**config.mk**
```make
export PLATFORM = sky130hd
export DESIGN_NAME = axi_led_ctrl
export DESIGN_NICKNAME = d
export VERILOG_FILES = /design/src/rtl/axi_led_pkg.sv /design/src/rtl/led_blink_timer.sv /design/src/rtl/axi_led_ctrl.sv
export SDC_FILE = /design/constraint.sdc
export NUM_CORES = 1
export LEC_CHECK = 0
export CORE_UTILIZATION = 34
export CTS_BUF_LIST = sky130_fd_sc_hd__clkbuf_8 sky130_fd_sc_hd__clkbuf_16
export DETAILED_ROUTE_END_ITERATION = 12
export SYNTH_ARGS = -nofsm -noshare
export SYNTH_HDL_FRONTEND = slang
export SYNTH_HIERARCHICAL = 1
export SYNTH_SLANG_ARGS = --single-unit
```
**constraint.sdc**
```tcl
create_clock -name S_AXI_ACLK -period 3.96 [get_ports S_AXI_ACLK]
set_input_delay 0.594 -clock S_AXI_ACLK [delete_from_list [all_inputs] [get_ports S_AXI_ACLK]]
set_output_delay 0.594 -clock S_AXI_ACLK [all_outputs]
set_load 0.05 [all_outputs]
```
**src/rtl/axi_led_pkg.sv**
```systemverilog
// Shared definitions for the AXI4-Lite LED controller: register map,
// mode encoding, response codes, FSM state types and small helpers.
package axi_led_pkg;

  // Register index, decoded from addr[3:2]
  localparam logic [1:0] REG_LED_DATA = 2'd0;  // 0x0
  localparam logic [1:0] REG_MODE     = 2'd1;  // 0x4
  localparam logic [1:0] REG_PERIOD   = 2'd2;  // 0x8
  localparam logic [1:0] REG_STATUS   = 2'd3;  // 0xC

  // MODE bit0 encoding
  localparam logic MODE_STATIC = 1'b0;
  localparam logic MODE_BLINK  = 1'b1;

  // AXI response codes
  localparam logic [1:0] RESP_OKAY   = 2'b00;
  localparam logic [1:0] RESP_SLVERR = 2'b10;

  // Write channel FSM: W_ADDR = AW captured, W_DATA = W captured
  typedef enum logic [1:0] {
    W_IDLE = 2'd0,
    W_ADDR = 2'd1,
    W_DATA = 2'd2,
    W_RESP = 2'd3
  } wr_state_t;

  // Read channel FSM
  typedef enum logic {
    R_IDLE = 1'b0,
    R_DATA = 1'b1
  } rd_state_t;

  // Replace the bytes of old_val selected by strb with those of new_val
  function automatic logic [31:0] strb_merge(input logic [31:0] old_val,
                                             input logic [31:0] new_val,
                                             input logic [3:0]  strb);
    logic [31:0] merged;
    merged = old_val;
    for (int i = 0; i < 4; i++) begin
      if (strb[i]) merged[8*i +: 8] = new_val[8*i +: 8];
    end
    return merged;
  endfunction

  // Mask with the low n bits set; keeps unused LED_DATA bits at zero
  function automatic logic [31:0] led_mask(input int n);
    logic [31:0] m;
    m = '0;
    for (int i = 0; i < 32; i++) m[i] = (i < n);
    return m;
  endfunction

endpackage

```
**src/rtl/led_blink_timer.sv**
```systemverilog
// Blink timer: counts 0..period-1 while enabled and toggles the phase at
// each wrap. A zero period parks the timer with phase high; restart puts
// the count back to zero with phase high so a new setting starts cleanly.
module led_blink_timer
  import axi_led_pkg::*;
(
  input  logic        clk,
  input  logic        rst_n,
  input  logic        enable,
  input  logic [31:0] period,
  input  logic        restart,
  output logic        phase
);

  logic [31:0] r_cnt;
  logic        r_phase;

  // Counter and phase register; restart and zero period take priority
  always_ff @(posedge clk or negedge rst_n) begin
    if (!rst_n) begin
      r_cnt   <= '0;
      r_phase <= 1'b1;
    end else if (restart || (period == 32'd0)) begin
      r_cnt   <= '0;
      r_phase <= 1'b1;
    end else if (enable) begin
      // >= rather than == so a count that is already past the end still wraps
      if (r_cnt >= (period - 32'd1)) begin
        r_cnt   <= '0;
        r_phase <= ~r_phase;
      end else begin
        r_cnt <= r_cnt + 32'd1;
      end
    end
  end

  assign phase = r_phase;

endmodule

```
**src/rtl/axi_led_ctrl.sv**
```systemverilog
// AXI4-Lite slave driving a bank of LEDs, either statically or blinking
// with a programmable half-period. Independent write and read FSMs; the
// write commits on the edge that completes the second of AW/W.
module axi_led_ctrl
  import axi_led_pkg::*;
#(
  parameter int C_S_AXI_DATA_WIDTH = 32,
  parameter int C_S_AXI_ADDR_WIDTH = 32,
  parameter int NUM_LED            = 4
) (
  input  logic                            S_AXI_ACLK,
  input  logic                            S_AXI_ARESETN,
  // write address channel
  input  logic [C_S_AXI_ADDR_WIDTH-1:0]   S_AXI_AWADDR,
  input  logic [2:0]                      S_AXI_AWPROT,
  input  logic                            S_AXI_AWVALID,
  output logic                            S_AXI_AWREADY,
  // write data channel
  input  logic [C_S_AXI_DATA_WIDTH-1:0]   S_AXI_WDATA,
  input  logic [C_S_AXI_DATA_WIDTH/8-1:0] S_AXI_WSTRB,
  input  logic                            S_AXI_WVALID,
  output logic                            S_AXI_WREADY,
  // write response channel
  output logic [1:0]                      S_AXI_BRESP,
  output logic                            S_AXI_BVALID,
  input  logic                            S_AXI_BREADY,
  // read address channel
  input  logic [C_S_AXI_ADDR_WIDTH-1:0]   S_AXI_ARADDR,
  input  logic [2:0]                      S_AXI_ARPROT,
  input  logic                            S_AXI_ARVALID,
  output logic                            S_AXI_ARREADY,
  // read data channel
  output logic [C_S_AXI_DATA_WIDTH-1:0]   S_AXI_RDATA,
  output logic [1:0]                      S_AXI_RRESP,
  output logic                            S_AXI_RVALID,
  input  logic                            S_AXI_RREADY,
  // LED drive
  output logic [NUM_LED-1:0]              o_LED
);

  localparam logic [31:0] LED_MASK = led_mask(NUM_LED);

  // ---------------------------------------------------------------------
  // Declarations
  // ---------------------------------------------------------------------
  wr_state_t                     r_wstate;
  wr_state_t                     w_wstate_next;
  rd_state_t                     r_rstate;
  rd_state_t                     w_rstate_next;

  logic [C_S_AXI_ADDR_WIDTH-1:0] r_awaddr;
  logic [31:0]                   r_wdata;
  logic [3:0]                    r_wstrb;
  logic [1:0]                    r_bresp;

  logic [31:0]                   r_led_data;
  logic                          r_mode;
  logic [31:0]                   r_period;
  logic [NUM_LED-1:0]            r_led;

  logic [31:0]                   r_rdata;
  logic [1:0]                    r_rresp;

  logic                          w_aw_hs;
  logic                          w_w_hs;
  logic                          w_ar_hs;
  logic                          w_commit;
  logic [C_S_AXI_ADDR_WIDTH-1:0] w_wr_addr;
  logic [31:0]                   w_wr_data;
  logic [3:0]                    w_wr_strb;
  logic [1:0]                    w_wr_idx;
  logic                          w_wr_bad;
  logic                          w_rd_bad;
  logic                          w_wr_ok;
  logic                          w_blink_restart;
  logic                          w_phase;
  logic                          w_wr_busy;
  logic [31:0]                   w_rd_data;
  logic                          w_unused;

  // ---------------------------------------------------------------------
  // Handshakes and channel outputs, all decoded from FSM state
  // ---------------------------------------------------------------------
  assign S_AXI_AWREADY = (r_wstate == W_IDLE) || (r_wstate == W_DATA);
  assign S_AXI_WREADY  = (r_wstate == W_IDLE) || (r_wstate == W_ADDR);
  assign S_AXI_BVALID  = (r_wstate == W_RESP);
  assign S_AXI_BRESP   = r_bresp;
  assign S_AXI_ARREADY = (r_rstate == R_IDLE);
  assign S_AXI_RVALID  = (r_rstate == R_DATA);
  assign S_AXI_RDATA   = r_rdata;
  assign S_AXI_RRESP   = r_rresp;
  assign o_LED         = r_led;

  assign w_aw_hs   = S_AXI_AWVALID && S_AXI_AWREADY;
  assign w_w_hs    = S_AXI_WVALID  && S_AXI_WREADY;
  assign w_ar_hs   = S_AXI_ARVALID && S_AXI_ARREADY;
  assign w_wr_busy = (r_wstate != W_IDLE);

  // Fields used at the commit edge: live bus value if that handshake
  // happens now, otherwise the copy captured earlier
  assign w_wr_addr = w_aw_hs ? S_AXI_AWADDR : r_awaddr;
  assign w_wr_data = w_w_hs  ? S_AXI_WDATA  : r_wdata;
  assign w_wr_strb = w_w_hs  ? S_AXI_WSTRB  : r_wstrb;
  assign w_wr_idx  = w_wr_addr[3:2];

  // Addresses beyond the 16-byte window are errors
  generate
    if (C_S_AXI_ADDR_WIDTH > 4) begin : g_addr_hi
      assign w_wr_bad = |w_wr_addr[C_S_AXI_ADDR_WIDTH-1:4];
      assign w_rd_bad = |S_AXI_ARADDR[C_S_AXI_ADDR_WIDTH-1:4];
    end else begin : g_addr_exact
      assign w_wr_bad = 1'b0;
      assign w_rd_bad = 1'b0;
    end
  endgenerate

  assign w_wr_ok         = w_commit && !w_wr_bad;
  assign w_blink_restart = w_wr_ok &&
                           ((w_wr_idx == REG_MODE) || (w_wr_idx == REG_PERIOD));

  // Protection bits and byte-lane address bits carry no meaning here
  assign w_unused = ^{S_AXI_AWPROT, S_AXI_ARPROT, w_wr_addr[1:0], S_AXI_ARADDR[1:0]};

  // ---------------------------------------------------------------------
  // Write FSM
  // ---------------------------------------------------------------------
  // Write state register
  always_ff @(posedge S_AXI_ACLK or negedge S_AXI_ARESETN) begin
    if (!S_AXI_ARESETN) r_wstate <= W_IDLE;
    else                r_wstate <= w_wstate_next;
  end

  // Write next-state and commit strobe
  always_comb begin
    w_wstate_next = r_wstate;
    w_commit      = 1'b0;
    case (r_wstate)
      W_IDLE: begin
        if (w_aw_hs && w_w_hs) begin
          w_wstate_next = W_RESP;
          w_commit      = 1'b1;
        end else if (w_aw_hs) begin
          w_wstate_next = W_ADDR;
        end else if (w_w_hs) begin
          w_wstate_next = W_DATA;
        end
      end
      W_ADDR: begin
        if (w_w_hs) begin
          w_wstate_next = W_RESP;
          w_commit      = 1'b1;
        end
      end
      W_DATA: begin
        if (w_aw_hs) begin
          w_wstate_next = W_RESP;
          w_commit      = 1'b1;
        end
      end
      W_RESP: begin
        if (S_AXI_BREADY) w_wstate_next = W_IDLE;
      end
      default: w_wstate_next = W_IDLE;
    endcase
  end

  // Capture AW and W fields on their handshakes, and the response at commit
  always_ff @(posedge S_AXI_ACLK or negedge S_AXI_ARESETN) begin
    if (!S_AXI_ARESETN) begin
      r_awaddr <= '0;
      r_wdata  <= '0;
      r_wstrb  <= '0;
      r_bresp  <= RESP_OKAY;
    end else begin
      if (w_aw_hs) r_awaddr <= S_AXI_AWADDR;
      if (w_w_hs) begin
        r_wdata <= S_AXI_WDATA;
        r_wstrb <= S_AXI_WSTRB;
      end
      if (w_commit) r_bresp <= w_wr_bad ? RESP_SLVERR : RESP_OKAY;
    end
  end

  // Register file update at the commit edge; STATUS is read-only
  always_ff @(posedge S_AXI_ACLK or negedge S_AXI_ARESETN) begin
    if (!S_AXI_ARESETN) begin
      r_led_data <= '0;
      r_mode     <= MODE_STATIC;
      r_period   <= '0;
    end else if (w_wr_ok) begin
      case (w_wr_idx)
        REG_LED_DATA: r_led_data <= strb_merge(r_led_data, w_wr_data, w_wr_strb) & LED_MASK;
        REG_MODE:     if (w_wr_strb[0]) r_mode <= w_wr_data[0];
        REG_PERIOD:   r_period   <= strb_merge(r_period, w_wr_data, w_wr_strb);
        default:      ;
      endcase
    end
  end

  // ---------------------------------------------------------------------
  // Read FSM
  // ---------------------------------------------------------------------
  // Read state register
  always_ff @(posedge S_AXI_ACLK or negedge S_AXI_ARESETN) begin
    if (!S_AXI_ARESETN) r_rstate <= R_IDLE;
    else                r_rstate <= w_rstate_next;
  end

  // Read next-state
  always_comb begin
    w_rstate_next = r_rstate;
    case (r_rstate)
      R_IDLE:  if (S_AXI_ARVALID) w_rstate_next = R_DATA;
      R_DATA:  if (S_AXI_RREADY)  w_rstate_next = R_IDLE;
      default: w_rstate_next = R_IDLE;
    endcase
  end

  // Read mux from current register contents (pre-write on a shared edge)
  always_comb begin
    w_rd_data = '0;
    if (!w_rd_bad) begin
      case (S_AXI_ARADDR[3:2])
        REG_LED_DATA: w_rd_data = r_led_data;
        REG_MODE:     w_rd_data = {31'd0, r_mode};
        REG_PERIOD:   w_rd_data = r_period;
        REG_STATUS:   w_rd_data = {30'd0, w_wr_busy, w_phase};
        default:      w_rd_data = '0;
      endcase
    end
  end

  // Register read data and response on the AR handshake; held until RREADY
  always_ff @(posedge S_AXI_ACLK or negedge S_AXI_ARESETN) begin
    if (!S_AXI_ARESETN) begin
      r_rdata <= '0;
      r_rresp <= RESP_OKAY;
    end else if (w_ar_hs) begin
      r_rdata <= w_rd_data;
      r_rresp <= w_rd_bad ? RESP_SLVERR : RESP_OKAY;
    end
  end

  // ---------------------------------------------------------------------
  // Blink timer and LED drive
  // ---------------------------------------------------------------------
  led_blink_timer u_timer (
    .clk     (S_AXI_ACLK),
    .rst_n   (S_AXI_ARESETN),
    .enable  (r_mode == MODE_BLINK),
    .period  (r_period),
    .restart (w_blink_restart),
    .phase   (w_phase)
  );

  // Registered LED output, gated by the blink phase in blink mode
  always_ff @(posedge S_AXI_ACLK or negedge S_AXI_ARESETN) begin
    if (!S_AXI_ARESETN) begin
      r_led <= '0;
    end else if (r_mode == MODE_BLINK) begin
      r_led <= r_led_data[NUM_LED-1:0] & {NUM_LED{w_phase}};
    end else begin
      r_led <= r_led_data[NUM_LED-1:0];
    end
  end

endmodule

```
==> summary.md <==
| Metric | Value |
|---|---|
| Final WS setup | 0.03780 ns |
| Critical path class | flop to flop |
| Final Hold Viols | 0 |
| Post-layout min period | 3.922 ns |
| First-pass GRT wire length | 37230 µm |
| Commonest non-fill, non-tap cell in the layout | dfrtp_1 |
| Fin. max-slew vios | 0 |
| Post-synth top flop | dfrtp_1 |
| Mean Syn Cell Area | 10.85 µm² |
| GR Overflow Total | 0 |
| Hold Buf Count CTS | 0 |
| Fmax | 255.0 MHz |
| Min Hold Slack | 0.1898 ns |
| Pre-CTS WS | -0.02336 ns |
| Antenna violations before repair | 0 |
| Number of detailed-route iterations in the first pass | 8 |
| Pin count of the biggest net entering global routing | 75 |
| Die H | 165.3 µm |
| Post-synthesis sequential area ratio | 0.4890 |
| Failing checks | DRC |
| Vias in the first global route | 7159 |
| Setup Skew | 0.01422 ns |
| CTS tree | done |
| Relative slew slack | 0.4669 |
| Static leakage | 0.005550 µW |
| Core ar. | 26130 µm² |
| Setup violators final | 0 |
| 1st-iter DRT viols | 434 |
| R2r setup slk | 0.04 ns |
| Input/output buffers | 145 |
| Clk sinks | 177 |
| Post-DRT Antenna Nets | 0 |
| Run status | finished with violations |
| Net count, final | 1181 |
| Worst-margin pin slew | 0.7983 ns |
| Cell Area, Synth | 9061 µm² |
| Gr usage total | 0.1757 |
| Layout cells sized above 1 | 0.1956 |
| Vias | 7075 |
| Worst setup EP type | flop |
| CTS buffer count | 17 |
| Initial Util | 0.3467 |
| Final period util | 0.9905 |
| Async SR Flop Fraction | 1.000 |
| H-tree Lvls | 4 |
| Vias/cell | 5.153 |
| Final wirelength | 22770 µm |
| # fillers | 2508 |
| Die width | 165.3 µm |
| Die area | 27310 µm² |
| YS warnings | 6 |
| Max cap viols | 0 |
| Mapped Cells | 835 |
| N_diodes | 0 |
| Reg clk slew, reported paths | 0.07 ns |
| CP required | 4.27 ns |
| Clk buf depth | 2 |
| Worst skew pair latency | 0.43 ns |
| PwrDens | 443.1 nW/µm² |
| Final Core Density | 0.4580 |
| WL per Instance | 16.58 µm |
| Routability-driven placement congestion ratio | 0.8356 |
| Critical Path AT | 4.23 ns |
| Worst R2R Start | r_period[3]$_DFFE_PN0P_ |
| HP Class | input port to asynchronous set/reset pin |
| Commonest non-fill, non-tap cells in the layout | 176 x dfrtp_1, 144 x clkdlybuf4s50_1, 130 x nand2_1, 73 x mux2_2, 48 x buf_4 |
| Synth-to-Final Area Change | 32.08% |
| Unique masters post-synth | 67 |
| Standard-cell rows | 59 |
| Peak supply drop | 374.2 µV |
| CP max FO | 8 |
| Startpoint types | flop |
| CTS root buffer | clkbuf_16 |
| Setup crit start | r_period[3]$_DFFE_PN0P_ |
| Unrepaired setup endpoints after global routing | yes |
| Post-DP HPWL | 16930 µm |
| Residual DRC count | 2 |
| Post-synth EDFFs | 0 |
| FF+latch count, synth | 177 |
| I/O pin count | 158 |
-- routing by layer --
metal | GRT usage | wire (µm)
met1 | 0.2282 | 10370
met2 | 0.2860 | 10810
met3 | 0.04421 | 1209
met4 | 0.05546 | 381
met5 | 0 | 0
-- cells in the mapped netlist, drive strengths merged (3+ instances only) --
master  instances  area [µm²]
a21oi          18       105.1
a22o           30       262.8
a31oi           6       37.54
and2            7       43.79
and3            7       43.79
and4            8       70.07
buf            14       120.1
clkbuf         15       57.55
dfrtp         176        4404
ha             43       538.0
inv            22       82.58
mux2           73       822.0
mux2i           9       102.6
nand2         132       495.5
nand3          25       125.1
nand3b          3       22.52
nand4          39       269.0
nor2           39       146.4
nor3           15       90.09
nor3b           4       35.03
nor4           41       271.5
o21ai          15       90.09
o22ai           3       18.77
o311ai          7       68.82
or2             3       18.77
or3             6       37.54
or4             5       48.79
xnor2          31       271.5
xor2           12       105.1
-- critical path, cell delays in order (launching register included) --
cell and delay (ns):
dfrtp_1 0.38, or4_4 0.56, buf_4 0.16, nor3b_2 0.16, buf_4 0.14, nand3_2 0.12
or3_1 0.35, xor2_1 0.17, ha_1 0.28, nand4_1 0.17, nor4_2 0.28, buf_4 0.18
nand3_2 0.08, o211a_4 0.27, a21oi_4 0.25, clkbuf_16 0.20, nor2_1 0.05
-- power breakdown --
part | internal [µW] | switching, µW | leakage, µW
combinational | 575 | 702 | 0.00293
clock | 1000 | 741 | 0.000299
sequential | 2160 | 126 | 0.00232
-- cell families (layout without fill, tap and decap cells) --
group           Yosys count  after routing  synth area share
simple gates            341            341            0.1961
flops                   177            177            0.4890
compound gates           96             96           0.08037
mux                      83             83            0.1045
buf+inv                  51            253           0.02872
fa+ha+maj                43             43           0.05938
xor+xnor                 43             43           0.04156
other cells               1              2         0.0004139
-- state kept, by name, indices dropped and copies added, names as in the netlist --
name           cells
u_timer/r_cnt     32
S_AXI_RDATA       32
r_awaddr          30
r_wdata           32
o_LED              4
r_led_data         4
S_AXI_BRESP        1
S_AXI_RVALID       1
r_period          32
r_wstate           2
u_timer/phase      1
r_wstrb            4
S_AXI_RRESP        1
r_mode             1
-- worst paths after layout --
check	endpoint	cells after the start
setup / recovery	u_timer/r_cnt[30]$_DFFE_PN0P_	16
hold / removal	r_period[9]$_DFFE_PN0P_	1
setup reg to reg	u_timer/r_cnt[30]$_DFFE_PN0P_	16
hold reg to reg	r_awaddr[23]$_DFF_PN0_	2
max in group asynchronous	u_timer/r_cnt[27]$_DFFE_PN0P_	2
min in group S_AXI_ACLK	r_awaddr[23]$_DFF_PN0_	2
-- final cells by class --
class,count,area (µm²),share of cell area
Tap cell,335,419.2,0.03502
Clock inverter,15,181.4,0.01516
Clock buffer,17,425.4,0.03555
Inverter,22,82.58,0.006900
Multi-Input combinational cell,608,4517,0.3774
Timing Repair Buffer,199,1912,0.1597
Sequential cell,177,4431,0.3702
-- metrics by stage --
| stage | area [µm²] | total power [µW] | setup TNS (ns) | std cells |
|---|---|---|---|---|
| floorplan | 9077 | 3175 | 0 | 836 |
| global placement | 11160 | 3572 | 0 | 1335 |
| detailed placement | 11160 | 3602 | -0.07450 | 1335 |
| CTS | 11770 | 5360 | 0 | 1367 |
| global route | 11970 | 5609 | -3.312 | 1373 |
| finish | 11970 | 5303 | 0 | 1373 |
-- repair_timing --
action,CTS,global route
endpoints found under the hold margin,0,0
gates cloned,0,1
endpoints found under the setup margin,8,33
resized for setup,2,28
buffers inserted,0,5
pin swaps,0,15
Note: power is estimated with default switching activity, not from simulation.
